`config.mk`:
```
export PLATFORM = sky130hd
export DESIGN_NAME = serial_adder_ctrl
export DESIGN_NICKNAME = d
export VERILOG_FILES = /design/src/rtl/serial_adder_pkg.sv /design/src/rtl/fa_bit.sv /design/src/rtl/serial_adder_ctrl.sv
export SDC_FILE = /design/constraint.sdc
export NUM_CORES = 1
export LEC_CHECK = 0
export CORE_ASPECT_RATIO = 0.9
export CORE_MARGIN = 10
export CORE_UTILIZATION = 45
export CTS_BUF_LIST = sky130_fd_sc_hd__clkbuf_4
export DETAILED_ROUTE_END_ITERATION = 7
export GPL_ROUTABILITY_DRIVEN = 0
export PLACE_DENSITY = 0.78
export SLEW_MARGIN = 20
export SYNTH_ARGS = -nofsm -noshare
export SYNTH_HDL_FRONTEND = slang
export SYNTH_SLANG_ARGS = --single-unit
```
`constraint.sdc`:
```
create_clock -name clk -period 4.7 [get_ports clk]
set_input_delay 1.175 -clock clk [delete_from_list [all_inputs] [get_ports clk]]
set_output_delay 1.175 -clock clk [all_outputs]
set_load 0.05 [all_outputs]
```
`src/rtl/serial_adder_pkg.sv`:
```
// rtl/serial_adder_pkg.sv - shared state encoding and default width for the serial adder
package serial_adder_pkg;

  localparam int DEFAULT_WIDTH = 8;

  typedef enum logic [1:0] {
    IDLE = 2'd0,
    RUN  = 2'd1,
    DONE = 2'd2
  } state_t;

endpackage

```
`src/rtl/fa_bit.sv`:
```
// rtl/fa_bit.sv - single-bit combinational full-adder slice
module fa_bit (
  input  logic x,
  input  logic y,
  input  logic ci,
  output logic s,
  output logic co
);

  wire w_p = x ^ y;

  assign s  = w_p ^ ci;
  assign co = (x & y) | (ci & w_p);

endmodule

```
`src/rtl/serial_adder_ctrl.sv`:
```
// rtl/serial_adder_ctrl.sv - bit-serial adder controller, LSB first; SERIAL_ADDER_SUB_EN adds subtract
module serial_adder_ctrl
  import serial_adder_pkg::*;
#(
  parameter int WIDTH = DEFAULT_WIDTH
) (
  input  logic             clk,
  input  logic             rst_n,
  input  logic             start,
  input  logic [WIDTH-1:0] a,
  input  logic [WIDTH-1:0] b,
  input  logic             cin,
`ifdef SERIAL_ADDER_SUB_EN
  input  logic             sub,
`endif
  output logic             busy,
  output logic             done,
  output logic [WIDTH-1:0] sum,
  output logic             cout
);

  localparam int CW = (WIDTH > 1) ? $clog2(WIDTH) : 1;
  localparam logic [CW-1:0] LAST_BIT = CW'(WIDTH - 1);

  state_t r_state;
  state_t w_state_nxt;

  logic [WIDTH-1:0] r_a;
  logic [WIDTH-1:0] r_b;
  logic [WIDTH-1:0] r_sum;
  logic [CW-1:0]    r_cnt;
  logic             r_carry;
  logic             r_cout;

  logic [WIDTH-1:0] w_b_load;
  logic             w_c_load;
  logic             w_s;
  logic             w_co;
  logic             w_last;

  // Subtraction is a - b = a + ~b + 1, so it only changes what gets loaded.
`ifdef SERIAL_ADDER_SUB_EN
  assign w_b_load = sub ? ~b : b;
  assign w_c_load = sub ? 1'b1 : cin;
`else
  assign w_b_load = b;
  assign w_c_load = cin;
`endif

  assign w_last = (r_cnt == LAST_BIT);

  fa_bit u_fa_bit (
    .x  (r_a[0]),
    .y  (r_b[0]),
    .ci (r_carry),
    .s  (w_s),
    .co (w_co)
  );

  // State register.
  always_ff @(posedge clk or negedge rst_n) begin
    if (!rst_n) begin
      r_state <= IDLE;
    end else begin
      r_state <= w_state_nxt;
    end
  end

  // Next-state and status outputs; DONE always lasts exactly one cycle.
  always_comb begin
    w_state_nxt = r_state;
    busy        = 1'b0;
    done        = 1'b0;
    case (r_state)
      IDLE: begin
        if (start) begin
          w_state_nxt = RUN;
        end
      end
      RUN: begin
        busy = 1'b1;
        if (w_last) begin
          w_state_nxt = DONE;
        end
      end
      DONE: begin
        busy        = 1'b1;
        done        = 1'b1;
        w_state_nxt = IDLE;
      end
      default: begin
        w_state_nxt = IDLE;
      end
    endcase
  end

  // Datapath: capture operands on accept, then one slice result per edge.
  always_ff @(posedge clk or negedge rst_n) begin
    if (!rst_n) begin
      r_a     <= '0;
      r_b     <= '0;
      r_sum   <= '0;
      r_cnt   <= '0;
      r_carry <= 1'b0;
      r_cout  <= 1'b0;
    end else begin
      case (r_state)
        IDLE: begin
          if (start) begin
            r_a     <= a;
            r_b     <= w_b_load;
            r_carry <= w_c_load;
            r_cnt   <= '0;
            r_sum   <= '0;
            r_cout  <= 1'b0;
          end
        end
        RUN: begin
          r_sum   <= {w_s, r_sum[WIDTH-1:1]};
          r_carry <= w_co;
          r_a     <= r_a >> 1;
          r_b     <= r_b >> 1;
          // Counter holds at its last value so it never wraps.
          if (w_last) begin
            r_cout <= w_co;
          end else begin
            r_cnt <= r_cnt + 1'b1;
          end
        end
        default: begin
        end
      endcase
    end
  end

  assign sum  = r_sum;
  assign cout = r_cout;

endmodule

```
# == Yosys cells after proc, flatten, opt, wreduce, memory -nomap -nowiden ==
# Cells that the tools add are included.
# word_totals
ff_bits,31
inputBits,20
output_inout_bits,11
wordCells,45
# classes
add_sub_neg,1
n_eq_ne,6
mux,19
bitwise,5
n_reduce_logical,7
# op_table
cell,count
one-hot mux 8 bit (2 select lines),3
two-way mux 8 bit,3
two-way mux 3 bit,2
"!= test 2 bit, second input constant",3
one-hot mux 3 bit (2 select lines),1
AND reduction 3 bit,2
two-way mux 1 bit,5
two-way mux 2 bit,2
one-hot mux 1 bit (2 select lines),2
one-hot mux 2 bit (2 select lines),1
AND reduction 2 bit,2
"adder 3 x 1 -> 3 bit, second input constant",1
"equality test 3 bit, second input constant",1
AND 1 bit,2
"equality test 2 x 1 -> 1 bit, second input constant",1
"equality test 2 bit, second input constant",1
zero test 2 bit,1
nonzero test 2 bit,1
OR reduction 2 bit,1
XOR 1 bit,2
OR 1 bit,1

# == Longest topological paths before layout ==
# Gate-level depths: netlist of run 1.
# logic_depth
depth_word,5
ltp_mapped,7
depth_no_buf,5

# == Cells and area by module ==
# A second synthesis of run 1 with hierarchy kept.
# unflattened
hier_cells,173
area_unflattened_um2,1697.9
# by_module_without_submodules
module,n_inst,cells_per_inst,area_per_inst_um2,seq_area_each_um2
serial_adder_ctrl,1,172,1677.9,775.7
fa_bit,1,1,20.0,0.0

# == Worst setup path after synthesis of run 1 ==
# OpenSTA, ideal clock, no wires.
# synth_path
kind,input to register
startpoint,in start
endpoint,reg r_b[6]
setup_ns,0.126
arrival_time_ns,2.087
required_ns,4.574
path_slack_ns,2.487
path_stages,6
n_path_buf,3
cell_sequence,buf_6 > nand2b_4 > and2_4 > buf_6 > buf_6 > a221o_1
# synth_via
elab_chain_cells,2
# synth_rtl
item,line,source
from (decl),serial_adder_ctrl.sv:9,"input logic start,"
!= test 2 bit (no line),--,
AND reduction 2 bit (no line),--,
to (signal assigned),serial_adder_ctrl.sv:111,r_b <= w_b_load;
to (signal assigned),serial_adder_ctrl.sv:122,r_b <= r_b >> 1;
to (decl),serial_adder_ctrl.sv:29,logic [WIDTH-1:0] r_b;
# Every way passes these cells.
# A chain may end at the register's enable or synchronous reset.

# == Final worst setup path of run 1 ==
# layout_path
startpoint,reg r_state[0]
endpoint,out busy
# layout_via
elab_chain_cells,3
word_cells_on_any_way,4
classes_between,2 x eq/ne; 1 x mux; 1 x reduce/logical
# layout_rtl
item,line,source
from (decl),serial_adder_ctrl.sv:25,state_t r_state;
from (signal assigned),serial_adder_ctrl.sv:65,r_state <= w_state_nxt;
equality test 2 x 1 -> 1 bit / equality test 2 bit (equally long branches),serial_adder_ctrl.sv:74,case (r_state)
OR reduction 2 bit (no line) (*),--,
two-way mux 1 bit (*),serial_adder_ctrl.sv:74,
to (decl),serial_adder_ctrl.sv:16,"output logic busy,"
# Mark *: on every way between the ends. The rest lies on a longest branch, timed or not.

==> summary.log, run 1 <==
INFO  clock_tree     postCtsHoldBufs=0
INFO  logic_synthesis synth_compound_area_share=20.9%
INFO  route          drt_first_iter_violations=105
INFO  logic_synthesis top_reg_cell_synth=dfrtp_1
INFO  logic_synthesis ys.warnings.count=0
INFO  route          detail_route.drc_violations=0
INFO  grt            first_global_vias=1262
INFO  final_layout   final_cells=245
INFO  min_path       hold_crit_path_type=reg -> reg
INFO  logic_synthesis synth_xor_area_share=0%
INFO  placement      place.detailed.hpwl=2520um
INFO  grt            antenna_found_initial=0
INFO  setup_path     critPathKind=reg -> out
INFO  logic_synthesis synth.lib_cells_used.distinct=28
INFO  logic_synthesis netlist.area_leader.share=45.9%
INFO  die            io_pins=31
INFO  clock_tree     clock_tree.root_cell=clkbuf_4
INFO  clock_tree     clkSinkCount=31
INFO  setup_path     critical_path.startpoint=r_state[0]$_DFFE_PN0P_
INFO  die            start_util=46.0%
INFO  power_and_ir_drop power.leakage=0.859nW
INFO  sta            finalMaxSlewViolations=0
INFO  grt            grt_start_max_net_pins=33
INFO  route          top_signal_layer_used=met4
INFO  grt            grt_pass1_wl=6130um
INFO  sta            final-hold-violation-count=0
INFO  logic_synthesis syn-instance-count=174
INFO  setup_path     rr_worst_depth=4
INFO  min_path       holdPathEnd=sum[0]$_DFFE_PN0P_
INFO  final_layout   flow.area_growth_from_synthesis=19.6%
INFO  logic_synthesis synth_top_cells_by_area=dfrtp_1 46%, a221o_1 7.1%, ha_1 5.9%
INFO  setup_path     crit-reg2reg-launch=r_state[1]$_DFFE_PN0P_
INFO  grt            grtUsageTotal=11.4%
INFO  route          viasPerCell=5.39
INFO  setup_path     crit_arrival=1.91ns
INFO  min_path       hold_path_depth=2
INFO  route          met3WireLength=177um
INFO  min_path       timing.hold.worst.start=sum[0]$_DFFE_PN0P_
INFO  final_layout   drive_gt1_share=6.53%
INFO  logic_synthesis post_synth_fa_ha_maj_area_fraction=7.10%
INFO  clock_tree     clkLatencyLatePin=0.33ns
INFO  placement      post-place-cells=238
INFO  setup_path     critical_path.max_fanout=4
INFO  final_layout   multi_input_gate_area_in_the_final_layout=795squm
INFO  sta            fin_worst_skew=0.00649ns
INFO  sta            grt_setup_unrepaired=false
INFO  status         outcome=complete, no violations
INFO  logic_synthesis synth.avg_cell_area=9.72squm
INFO  route          wl_met1=1720um
INFO  route          drt-total-wl=3660um
INFO  clock_tree     tritoncts_clock_tree=yes
INFO  logic_synthesis area_fraction_in_and_or_nand_and_nor_cells_after_synthesis=16.9%
INFO  power_and_ir_drop irDropWorstVdd=348uV
INFO  logic_synthesis post-synth-top-area-cell=dfrtp_1
INFO  clock_tree     ctsLongestPathBuffers=2
INFO  final_layout   antenna_cells_inserted=0
INFO  die            coreArea=3680squm
INFO  clock_tree     post_cts_resized=0
INFO  die            die_height=78.2um
INFO  route          routed-wl-met2=1670um
INFO  logic_synthesis yosys.cell_count.top_type=dfrtp_1
INFO  route          detail_route.first_pass.iterations=4
INFO  grt            globalRoute.totalOverflow=0
INFO  die            core.rowCount=21
INFO  route          detailroute.via_count=1321
INFO  setup_path     cp-end-kind=primary output
INFO  flow_run       max_cap_viol_count=0
INFO  logic_synthesis ys_ff_latch=31
INFO  logic_synthesis synth_nets=203
INFO  logic_synthesis synth_sequential_area_ratio=45.9%
INFO  setup_path     setup.reg_to_reg.worst_slack=2.19ns
INFO  clock_tree     cts.reportedPaths.clkPinSlew=0.09ns
INFO  clock_tree     cts_inserted_buffers=5
INFO  logic_synthesis async_reset_ff_share=100%
INFO  sta            timing.final.crit_period=3.09ns
INFO  logic_synthesis number_of_flops_mapped_to_enable_cells_by_yosys=0
INFO  placement      placement.io_buffers=30
INFO  route          wire_per_inst=14.9um
INFO  setup_path     startpoint_type=flop
INFO  sta            measured_slew_at_the_worst_slew_check_pin=1.01ns
INFO  logic_synthesis synth_top_family_by_area=compound AO/OA/AOI/OAI gates
INFO  clock_tree     setup_buffers_after_cts=0
INFO  sta            setup_tns=0ns
INFO  sta            tightest_slew_margin_relative_to_the_limit=32.7%
INFO  sta            setup_viol=0
INFO  final_layout   fillers=352
INFO  setup_path     cp.required=3.52ns
INFO  power_and_ir_drop powerDensity=614nW/um^2
INFO  final_layout   finalNetCount=228
INFO  sta            fmaxAchievable=324MHz
INFO  logic_synthesis synthTopCellsByCount=31 x dfrtp_1, 21 x nand2_1, 17 x a21oi_1, 15 x nand2b_1
INFO  logic_synthesis area_of_the_mapped_netlist=1690squm
INFO  die            design.die.area=6620squm
INFO  route          number_of_nets_with_antenna_violations_after_routing=0
INFO  sta            timing.final.crit_share=65.7%
INFO  logic_synthesis synthMuxAreaShare=2.14%
INFO  setup_path     r2r_path_end=sum[6]$_DFFE_PN0P_
INFO  clock_tree     htreeDepth=2
INFO  final_layout   register_area=776squm
INFO  die            die-width=84.6um
-- final cells by class --
class,instances,share of cell area (%)
Tap cell,46,2.84
Multi-Input combinational cell,120,39.3
Clock inverter,2,0.433
Inverter,9,1.67
Clock buffer,5,1.86
Sequential cell,31,38.3
Timing Repair Buffer,32,15.6
-- flip-flops by register name, summed over array words and instances (netlist names) --
register / cells
r_a: 8
r_b: 8
sum: 8
r_cnt: 3
r_state: 2
cout: 1
r_carry: 1
-- how the worst max path moves through the flow --
stage                               endpoint  slack, ns  cells after the start
after global placement    sum[0]$_DFFE_PN0P_       1.64                      3
after floorplan           r_b[6]$_DFFE_PN0P_       2.49                      6
final                                   busy       1.61                      3
after global routing                    busy       1.50                      3
after CTS                               busy       1.59                      3
after detailed placement  sum[6]$_DFFE_PN0P_       1.55                      3
-- cells by family (layout without fill, tap and decap cells) --
| family | after synthesis | after routing |
|---|---|---|
| AND/OR/NAND/NOR | 56 | 56 |
| AO/OA/AOI/OAI | 52 | 52 |
| flip-flops | 31 | 31 |
| buffers and inverters | 23 | 48 |
| adder cells (fa/ha/maj) | 9 | 9 |
| multiplexers | 3 | 3 |
-- per-stage QoR --
step	total power [mW]	hold slack (ns)	cell area [sq um]	setup slack [ns]	util [%]
6_report	1.24	0.501	2020	1.61	55.0
5_1_grt	1.35	0.528	2020	1.50	55.0
4_1_cts	1.26	0.509	2020	1.59	55.0
3_5_place_dp	1.11	0.487	1980	1.55	53.7
3_3_place_gp	1.09	0.469	1980	1.64	53.7
2_1_floorplan	0.974	0.464	1690	2.49	-
-- cell usage in the layout, fill, tap and decap left out, types with 8 or more instances in the layout --
cell type / n
dfrtp_1: 31
clkdlybuf4s50_1: 30
nand2_1: 21
a21oi_1: 17
nand2b_1: 15
o21ai_0: 12
nand3_1: 12
a221o_1: 12
inv_1: 9
ha_1: 8
-- worst max-delay path, cell delays in order (launching register included) --
cell and delay (ns):
dfrtp_1 0.40, inv_1 0.09, ha_1 0.28, clkdlybuf4s50_1 0.80
-- power breakdown --
group / total, mW / switching [mW] / leakage, nW / internal (mW)
clock network: 0.143 / 0.0903 / 0.0285 / 0.0529
registers: 0.442 / 0.0773 / 0.404 / 0.365
logic: 0.656 / 0.384 / 0.427 / 0.272
total: 1.24 / 0.552 / 0.859 / 0.690
-- per-layer routing --
| layer | up-vias | global-route usage [%] |
|---|---|---|
| li1 | 663 | - |
| met1 | 623 | 14.5 |
| met2 | 27 | 16.2 |
| met3 | 8 | 4.54 |
| met4 | 0 | 5.92 |
| met5 | - | 0 |
Note: power is estimated with default switching activity, not from simulation.
==> inputs of run 2 (changes only) <==
Clock period 4.7 ns to 3.1 ns, I/O delays scaled along.
==> summary.log, run 2 (synthesis results as in run 1) <==
INFO  clock_tree     htreeDepth=2 [unchanged]
INFO  clock_tree     cts.reportedPaths.clkPinSlew=0.11ns [was 0.09 ns]
INFO  route          drt_first_iter_violations=76 [was 105]
INFO  clock_tree     clkLatencyLatePin=0.35ns [was 0.33 ns]
INFO  final_layout   final_cells=250 [was 245]
INFO  sta            setup_tns=0ns [unchanged]
INFO  power_and_ir_drop report.power.total=2.02mW [was 1.24 mW]
INFO  route          detail_route.first_pass.iterations=4 [unchanged]
INFO  power_and_ir_drop powerDensity=969nW/um^2 [was 614 nW/um^2]
INFO  power_and_ir_drop seq_power_share=33.0% [was 35.6%]
INFO  grt            grtUsageTotal=11.6% [was 11.4%]
INFO  clock_tree     cts_inserted_buffers=5 [unchanged]
INFO  power_and_ir_drop comb_power_share=51.4% [was 52.8%]
INFO  final_layout   most-common-layout-cells=31 x dfrtp_1, 30 x clkdlybuf4s50_1, 21 x nand2_1, 17 x a21oi_1, 15 x nand2b_1 [unchanged]
INFO  setup_path     cp-end-kind=primary output [unchanged]
INFO  power_and_ir_drop irDropWorstVdd=558uV [was 348 uV]
INFO  placement      placed_area=2010squm [was 1980 sq um]
INFO  final_layout   register_area=776squm [unchanged]
INFO  die            die-width=84.6um [unchanged]
INFO  clock_tree     clkSinkCount=31 [unchanged]
INFO  setup_path     crit-reg2reg-launch=r_state[1]$_DFFE_PN0P_ [unchanged]
INFO  final_layout   multi_input_gate_area_in_the_final_layout=795squm [unchanged]
INFO  final_layout   layout.cell_area.non_filler=2080squm [was 2020 sq um]
INFO  clock_tree     postCtsHoldBufs=0 [unchanged]
INFO  setup_path     critPathKind=reg -> out [unchanged]
INFO  sta            timing.final.crit_share=87.2%
INFO  die            die_height=78.2um [unchanged]
INFO  setup_path     cp.required=2.32ns [was 3.52 ns]
INFO  placement      placement.io_buffers=30 [unchanged]
INFO  sta            fmaxAchievable=370MHz
INFO  final_layout   fillers=331 [was 352]
INFO  grt            grt_pass1_wl=6310um [was 6130 um]
INFO  die            start_util=46.0% [unchanged]
INFO  final_layout   finalNetCount=232 [was 228]
INFO  sta            timing.final.crit_period=2.70ns
INFO  sta            finalMaxSlewViolations=0 [unchanged]
INFO  final_layout   mostFrequentLayoutCell=dfrtp_1 [unchanged]
INFO  placement      place.detailed.hpwl=2540um [was 2520 um]
INFO  die            core.rowCount=21 [unchanged]
INFO  grt            first_global_vias=1298 [was 1262]
INFO  route          detail_route.drc_violations=0 [unchanged]
INFO  clock_tree     post_cts_resized=0 [unchanged]
INFO  sta            setup_viol=0 [unchanged]
INFO  grt            grt_start_max_net_pins=32 [was 33]
INFO  die            design.die.area=6620squm [unchanged]
INFO  setup_path     critical_path.startpoint=r_state[0]$_DFFE_PN0P_ [unchanged]
INFO  clock_tree     tritoncts_clock_tree=yes [unchanged]
INFO  min_path       hold_crit_path_type=reg -> reg [unchanged]
INFO  clock_tree     setup_buffers_after_cts=0 [unchanged]
INFO  final_layout   flow.area_growth_from_synthesis=23.2% [was 19.6%]
INFO  power_and_ir_drop switching_power=859uW [was 552 uW]
INFO  clock_tree     ctsLongestPathBuffers=2 [unchanged]
INFO  route          number_of_nets_with_antenna_violations_after_routing=0 [unchanged]
INFO  final_layout   antenna_cells_inserted=0 [unchanged]
INFO  clock_tree     clock_tree.root_cell=clkbuf_4 [unchanged]
INFO  sta            fin_worst_skew=0.0157ns [was 0.00649 ns]
INFO  power_and_ir_drop power.leakage=0.893nW [was 0.859 nW]
INFO  setup_path     startpoint_type=flop [unchanged]
INFO  setup_path     crit_arrival=1.93ns [was 1.91 ns]
INFO  route          wire_per_inst=14.7um [was 14.9 um]
INFO  grt            globalRoute.totalOverflow=0 [unchanged]
INFO  route          detailroute.via_count=1327 [was 1321]
INFO  final_layout   drive_gt1_share=8.82% [was 6.53%]
INFO  sta            tightest_slew_margin_relative_to_the_limit=53.1% [was 32.7%]
INFO  setup_path     critical_path.max_fanout=4 [unchanged]
INFO  power_and_ir_drop internal-power=1.16mW [was 690 uW]
INFO  flow_run       max_cap_viol_count=0 [unchanged]
INFO  grt            antenna_found_initial=0 [unchanged]
INFO  power_and_ir_drop power_frac_clock=15.7% [was 11.5%]
INFO  die            io_pins=31 [unchanged]
INFO  status         outcome=complete, no violations [unchanged]
INFO  placement      post-place-cells=242 [was 238]
INFO  sta            grt_setup_unrepaired=false [unchanged]
INFO  die            coreArea=3680squm [unchanged]
INFO  setup_path     setup.reg_to_reg.worst_slack=0.99ns [was 2.19 ns]
INFO  sta            final-hold-violation-count=0 [unchanged]
INFO  final_layout   postLayoutCoreUtil=56.6% [was 55.0%]
INFO  route          viasPerCell=5.31 [was 5.39]
INFO  power_and_ir_drop power.switching_fraction=42.6% [was 44.4%]
INFO  sta            measured_slew_at_the_worst_slew_check_pin=0.704ns [was 1.01 ns]
INFO  route          drt-total-wl=3690um [was 3660 um]
INFO  min_path       timing.hold.worst.start=sum[0]$_DFFE_PN0P_ [unchanged]
## run 2: cell types whose count changed in the layout (fill, tap and decap cells not counted)
cell and delta:
buf_4 +4, bufinv_16 +1
## run 2: layout make-up
type | count | share of cell area, %
Clock buffer | 5 | 1.80
Clock inverter | 3 | 1.86
Inverter | 9 | 1.62
Multi-Input combinational cell | 120 | 38.1
Sequential cell | 31 | 37.2
Tap cell | 46 | 2.76
Timing Repair Buffer | 36 | 16.6
## run 2: layer usage
| metal | track usage (%) | wire length [um] |
|---|---|---|
| met5 | 0 | 0 |
| met4 | 5.92 | 55 |
| met3 | 4.02 | 223 |
| met2 | 16.2 | 1610 |
| met1 | 15.4 | 1800 |
## run 2: power groups by stage
| stage | clock, mW | sequential (mW) | combinational (mW) |
|---|---|---|---|
| floorplan | 0 | 0.748 | 0.728 |
| global placement | 0 | 0.669 | 1.02 |
| detailed placement | 0 | 0.670 | 1.04 |
| CTS | 0.319 | 0.665 | 1.04 |
| global route | 0.338 | 0.688 | 1.16 |
| finish | 0.316 | 0.665 | 1.04 |
## run 2: critical path, stage by stage, from the launching register on
cell and delay (ns):
dfrtp_1 0.41, inv_1 0.09, ha_1 0.28, clkdlybuf4s50_1 0.80
## run 2: final timing paths
check | endpoint | cells after the start
max in group asynchronous | r_b[7]$_DFFE_PN0P_ | 2
hold reg to reg | sum[0]$_DFFE_PN0P_ | 2
hold / removal | sum[0]$_DFFE_PN0P_ | 2
setup reg to reg | r_b[4]$_DFFE_PN0P_ | 5
min in group asynchronous | sum[7]$_DFFE_PN0P_ | 2
setup / recovery | busy | 3
## run 2: metrics by stage
step                hold slack [ns]  setup slack, ns
floorplan                     0.464             1.29
global placement              0.461            0.808
detailed placement            0.489            0.784
CTS                           0.512            0.375
global route                  0.556            0.287
finish                        0.498            0.397
